## src/rtl/mem_arb_pkg.sv

```systemverilog
// Shared types and constants for the unified-memory port arbiter.
//   arb_state_t : access sequencer states (IDLE -> ISSUE -> WAIT -> RESP)
//   arb_owner_t : which requester currently owns the memory port
//   WMASK_FULL  : byte-enable pattern for full-word writes
package mem_arb_pkg;

    typedef enum logic [1:0] {
        IDLE  = 2'd0,
        ISSUE = 2'd1,
        WAIT  = 2'd2,
        RESP  = 2'd3
    } arb_state_t;

    typedef enum logic [1:0] {
        OWN_NONE = 2'd0,
        OWN_IF   = 2'd1,
        OWN_LS   = 2'd2,
        OWN_DBG  = 2'd3
    } arb_owner_t;

    localparam logic [3:0] WMASK_FULL = 4'b1111;

endpackage

```

## src/rtl/mem_arb_priority.sv

```systemverilog
// Winner selection for the memory port arbiter.
// Fixed order dbg > ls > if, except that a fetch which has lost STARVE_LIMIT
// arbitrations in a row is promoted above ls (never above dbg).
// Ports:
//   clock, reset      : rising-edge clock, asynchronous active-high reset
//   arb_en            : arbiter is in IDLE; only then does a grant take effect
//   if_req/ls_req/dbg_req : pending requests
//   grant             : combinational winner (OWN_NONE when nothing pending)
module mem_arb_priority
    import mem_arb_pkg::*;
#(
    parameter int STARVE_LIMIT = 4
) (
    input  logic       clock,
    input  logic       reset,
    input  logic       arb_en,
    input  logic       if_req,
    input  logic       ls_req,
    input  logic       dbg_req,
    output arb_owner_t grant
);

    logic [3:0] starve_cnt_reg;
    logic [3:0] starve_cnt_next;
    logic       starved;

    // Counter saturates at the limit, so ">=" and "==" agree; ">=" keeps the
    // promotion sticky even if dbg keeps winning meanwhile.
    assign starved = (starve_cnt_reg >= 4'(STARVE_LIMIT));

    always_comb begin
        grant = OWN_NONE;
        if (dbg_req) begin
            grant = OWN_DBG;
        end else if (if_req && starved) begin
            grant = OWN_IF;
        end else if (ls_req) begin
            grant = OWN_LS;
        end else if (if_req) begin
            grant = OWN_IF;
        end
    end

    always_comb begin
        starve_cnt_next = starve_cnt_reg;
        if (!if_req) begin
            starve_cnt_next = 4'd0;
        end else if (arb_en) begin
            // if_req is high here, so some requester is granted this cycle.
            if (grant == OWN_IF) begin
                starve_cnt_next = 4'd0;
            end else if (!starved) begin
                starve_cnt_next = starve_cnt_reg + 4'd1;
            end
        end
    end

    always_ff @(posedge clock or posedge reset) begin
        if (reset) begin
            starve_cnt_reg <= 4'd0;
        end else begin
            starve_cnt_reg <= starve_cnt_next;
        end
    end

endmodule

```

## src/rtl/mem_port_arbiter.sv

```systemverilog
// Shares one single-port unified memory between instruction fetch (if_*),
// load/store (ls_*) and the debug/loader port (dbg_*). Every access runs
// through IDLE -> ISSUE -> WAIT -> RESP; ack arrives MEM_LATENCY cycles after
// the mem_en strobe. cpu_stall is raised while a core request is unserved.
// Ports:
//   clock, reset            : rising-edge clock, asynchronous active-high reset
//   if_req/if_addr -> if_ack/if_rdata            : fetch port (read only)
//   ls_req/ls_we/ls_wmask/ls_addr/ls_wdata -> ls_ack/ls_rdata : load/store
//   dbg_req/dbg_we/dbg_addr/dbg_wdata -> dbg_ack/dbg_rdata   : debug, full word
//   mem_en/mem_we/mem_wmask/mem_addr/mem_wdata, mem_rdata    : memory side
//   cpu_stall, busy         : core freeze request, sequencer not idle
// Optional: define MEM_ARB_PERF_CNT_EN to add saturating counters
//   perf_if_grants, perf_ls_grants, perf_conflict_cycles.
module mem_port_arbiter
    import mem_arb_pkg::*;
#(
    parameter int ADDR_WIDTH   = 32,
    parameter int DATA_WIDTH   = 32,
    parameter int MEM_LATENCY  = 1,
    parameter int STARVE_LIMIT = 4
) (
    input  logic                  clock,
    input  logic                  reset,
    input  logic                  if_req,
    input  logic [ADDR_WIDTH-1:0] if_addr,
    output logic                  if_ack,
    output logic [DATA_WIDTH-1:0] if_rdata,
    input  logic                  ls_req,
    input  logic                  ls_we,
    input  logic [3:0]            ls_wmask,
    input  logic [ADDR_WIDTH-1:0] ls_addr,
    input  logic [DATA_WIDTH-1:0] ls_wdata,
    output logic                  ls_ack,
    output logic [DATA_WIDTH-1:0] ls_rdata,
    input  logic                  dbg_req,
    input  logic                  dbg_we,
    input  logic [ADDR_WIDTH-1:0] dbg_addr,
    input  logic [DATA_WIDTH-1:0] dbg_wdata,
    output logic                  dbg_ack,
    output logic [DATA_WIDTH-1:0] dbg_rdata,
    output logic                  mem_en,
    output logic                  mem_we,
    output logic [3:0]            mem_wmask,
    output logic [ADDR_WIDTH-1:0] mem_addr,
    output logic [DATA_WIDTH-1:0] mem_wdata,
    input  logic [DATA_WIDTH-1:0] mem_rdata,
    output logic                  cpu_stall,
    output logic                  busy
`ifdef MEM_ARB_PERF_CNT_EN
    ,
    output logic [31:0]           perf_if_grants,
    output logic [31:0]           perf_ls_grants,
    output logic [31:0]           perf_conflict_cycles
`endif
);

    localparam logic [2:0] LAT_LOAD = 3'(MEM_LATENCY - 1);

    arb_state_t            state_reg, state_next;
    arb_owner_t            owner_reg;
    arb_owner_t            grant;
    logic [2:0]            lat_cnt_reg;
    logic                  we_reg;
    logic [3:0]            wmask_reg;
    logic [ADDR_WIDTH-1:0] addr_reg;
    logic [DATA_WIDTH-1:0] wdata_reg;

    logic                  sel_we;
    logic [3:0]            sel_wmask;
    logic [ADDR_WIDTH-1:0] sel_addr;
    logic [DATA_WIDTH-1:0] sel_wdata;

    logic                  in_issue;
    logic                  in_resp;

    mem_arb_priority #(
        .STARVE_LIMIT(STARVE_LIMIT)
    ) u_prio (
        .clock  (clock),
        .reset  (reset),
        .arb_en (state_reg == IDLE),
        .if_req (if_req),
        .ls_req (ls_req),
        .dbg_req(dbg_req),
        .grant  (grant)
    );

    // Payload of whichever requester wins this cycle.
    always_comb begin
        sel_we    = 1'b0;
        sel_wmask = 4'b0000;
        sel_addr  = if_addr;
        sel_wdata = '0;
        case (grant)
            OWN_DBG: begin
                sel_we    = dbg_we;
                sel_wmask = WMASK_FULL;
                sel_addr  = dbg_addr;
                sel_wdata = dbg_wdata;
            end
            OWN_LS: begin
                sel_we    = ls_we;
                sel_wmask = ls_wmask;
                sel_addr  = ls_addr;
                sel_wdata = ls_wdata;
            end
            default: ;
        endcase
    end

    always_comb begin
        state_next = state_reg;
        case (state_reg)
            IDLE:    if (grant != OWN_NONE) state_next = ISSUE;
            ISSUE:   state_next = (MEM_LATENCY == 1) ? RESP : WAIT;
            WAIT:    if (lat_cnt_reg <= 3'd1) state_next = RESP;
            RESP:    state_next = IDLE;
            default: state_next = IDLE;
        endcase
    end

    always_ff @(posedge clock or posedge reset) begin
        if (reset) begin
            state_reg   <= IDLE;
            owner_reg   <= OWN_NONE;
            lat_cnt_reg <= 3'd0;
            we_reg      <= 1'b0;
            wmask_reg   <= 4'b0000;
            addr_reg    <= '0;
            wdata_reg   <= '0;
        end else begin
            state_reg <= state_next;
            case (state_reg)
                IDLE: begin
                    if (grant != OWN_NONE) begin
                        owner_reg <= grant;
                        we_reg    <= sel_we;
                        wmask_reg <= sel_wmask;
                        addr_reg  <= sel_addr;
                        wdata_reg <= sel_wdata;
                    end
                end
                ISSUE:   lat_cnt_reg <= LAT_LOAD;
                WAIT:    lat_cnt_reg <= lat_cnt_reg - 3'd1;
                RESP:    owner_reg <= OWN_NONE;
                default: ;
            endcase
        end
    end

    assign in_issue = (state_reg == ISSUE);
    assign in_resp  = (state_reg == RESP);

    // Memory command is only presented during ISSUE; zero otherwise.
    assign mem_en    = in_issue;
    assign mem_we    = in_issue & we_reg;
    assign mem_wmask = in_issue ? wmask_reg : 4'b0000;
    assign mem_addr  = in_issue ? addr_reg : '0;
    assign mem_wdata = in_issue ? wdata_reg : '0;

    // Response steering: read data is forwarded only to the owner, only in RESP.
    assign if_ack    = in_resp && (owner_reg == OWN_IF);
    assign ls_ack    = in_resp && (owner_reg == OWN_LS);
    assign dbg_ack   = in_resp && (owner_reg == OWN_DBG);
    assign if_rdata  = if_ack  ? mem_rdata : '0;
    assign ls_rdata  = ls_ack  ? mem_rdata : '0;
    assign dbg_rdata = dbg_ack ? mem_rdata : '0;

    assign cpu_stall = (if_req & ~if_ack) | (ls_req & ~ls_ack);
    assign busy      = (state_reg != IDLE);

`ifdef MEM_ARB_PERF_CNT_EN
    logic conflict;
    logic grant_if_now;
    logic grant_ls_now;

    assign conflict     = (if_req & ls_req) | (if_req & dbg_req) | (ls_req & dbg_req);
    assign grant_if_now = (state_reg == IDLE) && (grant == OWN_IF);
    assign grant_ls_now = (state_reg == IDLE) && (grant == OWN_LS);

    always_ff @(posedge clock or posedge reset) begin
        if (reset) begin
            perf_if_grants       <= 32'd0;
            perf_ls_grants       <= 32'd0;
            perf_conflict_cycles <= 32'd0;
        end else begin
            if (grant_if_now && (perf_if_grants != 32'hFFFF_FFFF)) begin
                perf_if_grants <= perf_if_grants + 32'd1;
            end
            if (grant_ls_now && (perf_ls_grants != 32'hFFFF_FFFF)) begin
                perf_ls_grants <= perf_ls_grants + 32'd1;
            end
            if (conflict && (perf_conflict_cycles != 32'hFFFF_FFFF)) begin
                perf_conflict_cycles <= perf_conflict_cycles + 32'd1;
            end
        end
    end
`endif

endmodule

```

## config.mk

```make
export PLATFORM = sky130hd
export DESIGN_NAME = mem_port_arbiter
export DESIGN_NICKNAME = d
export VERILOG_FILES = /design/src/rtl/mem_arb_pkg.sv /design/src/rtl/mem_arb_priority.sv /design/src/rtl/mem_port_arbiter.sv
export SDC_FILE = /design/constraint.sdc
export NUM_CORES = 1
export LEC_CHECK = 0
export ABC_AREA = 1
export BUFFER_PORTS_ARGS = -buffer_cell sky130_fd_sc_hd__buf_2
export CELL_PAD_IN_SITES_DETAIL_PLACEMENT = 1
export CELL_PAD_IN_SITES_GLOBAL_PLACEMENT = 1
export CORE_AREA = 2 2 142 157
export CTS_CLUSTER_DIAMETER = 80
export DETAILED_ROUTE_END_ITERATION = 16
export DIE_AREA = 0 0 144 159
export HOLD_SLACK_MARGIN = 0.1
export PLACE_DENSITY_LB_ADDON = 0.3
export SYNTH_ARGS = -nofsm -noshare
export SYNTH_HDL_FRONTEND = slang
export SYNTH_SLANG_ARGS = --single-unit
```

## constraint.sdc

```tcl
create_clock -name clock -period 3.32 [get_ports clock]
set_input_delay 0.664 -clock clock [delete_from_list [all_inputs] [get_ports clock]]
set_output_delay 0.664 -clock clock [all_outputs]
set_load 0.05 [all_outputs]
```

==> results.txt <==
Setup crit start kind - flop
Core ar. - 0.0212 sq mm
CTS Buf Count - 9
Leak pwr - 5.66 nW
Outcome - complete, no violations
CTS Root Cell - clkbuf_16
Post-CTS Resized - 0
Hold Buf Count CTS - 0
DPL Wire Length - 17.2 mm
Worst-margin pin slew - 776 ps
CP endpoint kind - primary output
Share of cells above drive strength 1 - 31.6%
Synth Instances - 977
GRT overflow - 0
Drt total wl - 23.1 mm
Slew Viols, Final - 0
Fin crit period - 2820 ps
Via count - 7048
Ys async rst share - 100%
Htree depth - 3
Placer Congestion - 0.788
Top area cells in the synthesized netlist - dfrtp_1, nand2_1, inv_1
Rel. slew slack - 48.3%
EDFF count, synth - 0
Post-DP Area - 0.00795 sq mm
Final period util - 85.0%
Routed WL per cell - 14.3 um
Vias in the first global route - 6963
Max_cap viols - 0
Fill cells - 2952
Vias per cell - 4.38
Die ar. - 0.0229 sq mm
Die Ht - 159 um
Final setup viols - 0
Crit path DAT - 2160 ps
Top-count cell post-synth - nand2_1
TritonCTS clock tree - built
Util after Layout - 39.0%
Dpl cells - 1592
Worst-skew pair later-pin latency - 340 ps
Clock skew - 8.01 ps
RSZ-0062 raised after global routing - false
Yosys warns - 0
Area delta synth->final - 41.1%
Post-CTS Setup Bufs - 0
Required time worst endpoint - 2660 ps
Min-Delay Path Class - in -> async
Syn_area_per_cell - 6.01 sq um
Distinct cell type count after synthesis - 29
Leading register cell type out of synthesis - dfrtp_1
Post-DRT Antenna Nets - 0
Clock transition at the registers of the reported paths - 60 ps
Antenna violations before repair - 4
Fin cells - 1610
Kind of critical path - reg -> out
# IOs - 374
Largest net degree at the start of global routing - 71
Nets@finish - 1523
Register area share after synthesis - 34.1%
Hold WS - 415 ps
DR iter-0 viols - 233
Final hold violations - 0
Longest Clk Path Bufs - 2
Synth top cells by count - nand2_1, inv_1, nor2_1, dfrtp_1, nand3_1
Max FO, Critical Path - 50
Power density over the cells - 832 mW/mm^2
Syn_nets - 1187
Netlist Area Pre-Place - 0.00587 sq mm
Fmax - 354 MHz
IO Port Bufs - 373
Setup TNS Final - 0 ps
Post-route cell area - 0.00829 sq mm
Synth area leader - dfrtp_1
DRC viols - 0
Die X - 144 um
Yosys reg bits - 80
First-pass GRT wire length - 35.9 mm
GRT Overall Usage - 19.8%
DRT Pass-1 Iters - 5
Initial Utilization - 27.7%
FP Rows - 56
Peak VDD IR - 0.361 mV
Post-synth top area share - 34.1%
Number of clock sinks - 80
==> worst max-delay path: stages, from the launching register on <==
cell and delay (ps):
dfrtp_1 430, inv_1 110, ha_2 460, buf_12 300
nand2_1 120, inv_1 70, buf_2 270
==> cell type report <==
cell class / count / area, sq um / share of cell area, %
Clock inverter: 4 / 76.3 / 0.921
Clock buffer: 12 / 256 / 3.10
Multi-Input combinational cell: 620 / 2770 / 33.5
Antenna cell: 2 / 5.00 / 0.0604
Tap cell: 290 / 363 / 4.38
Timing Repair Buffer: 384 / 1990 / 24.0
Sequential cell: 80 / 2000 / 24.2
Inverter: 218 / 822 / 9.92
==> layer usage <==
| layer | track usage (%) | share of wire [%] |
|---|---|---|
| met3 | 4.96 | 6.2 |
| met1 | 23.9 | 43 |
| met4 | 6.24 | 2.2 |
| met5 | 0 | 0.095 |
| met2 | 34.3 | 48 |
==> worst paths after layout <==
check / depth (start not counted) / end / slack, ps / startpoint
worst min-delay path: 2 / wdata_reg[17] / 420 / reset
worst max-delay path: 6 / mem_addr[11] / 500 / state_reg[1]
worst max register to register: 7 / wmask_reg[3] / 1150 / state_reg[1]
worst min register to register: 2 / wdata_reg[2] / 480 / wdata_reg[2]
min in group clock: 2 / wdata_reg[2] / 480 / wdata_reg[2]
max in group asynchronous: 3 / wdata_reg[22] / 2210 / reset
==> cells by family after synthesis <==
family	after synthesis	share of synthesized area, %
xor gates and xnor gates	1	0.149
and+or+nand+nor	560	40.7
DFF	80	34.1
buffers and inverters	277	19.0
AOI/OAI and AO/OA	52	4.60
adders and majority gates	7	1.49
==> power by group <==
group          internal, mW  leakage [nW]  switching, mW  total [mW]
clock                 0.702         0.159          0.404        1.11
combinational          1.03          4.53           3.10        4.13
sequential             1.41         0.970          0.247        1.66
==> stage by stage <==
step / setup WS [ps] / power, mW
6_report: 498 / 6.89
5_1_grt: 353 / 7.43
3_3_place_gp: 929 / 5.79
4_1_cts: 450 / 7.00
3_5_place_dp: 872 / 5.86
2_1_floorplan: 206 / 4.77
==> layout by cell type (no fill, tap or decap), drive strengths merged <==
cell type,n
xor2,1
bufinv,2
nor3,3
clkbuf,12
clkinvlp,1
nor3b,1
a31oi,1
nor2,136
o211ai,2
dfrtp,80
nand2,285
clkinv,2
inv,217
o22ai,3
diode,2
a21oi,1
or2,32
nand4,33
nand3,70
ha,7
buf,384
o21ai,45
No activity file was read; power rests on OpenSTA's default activity.
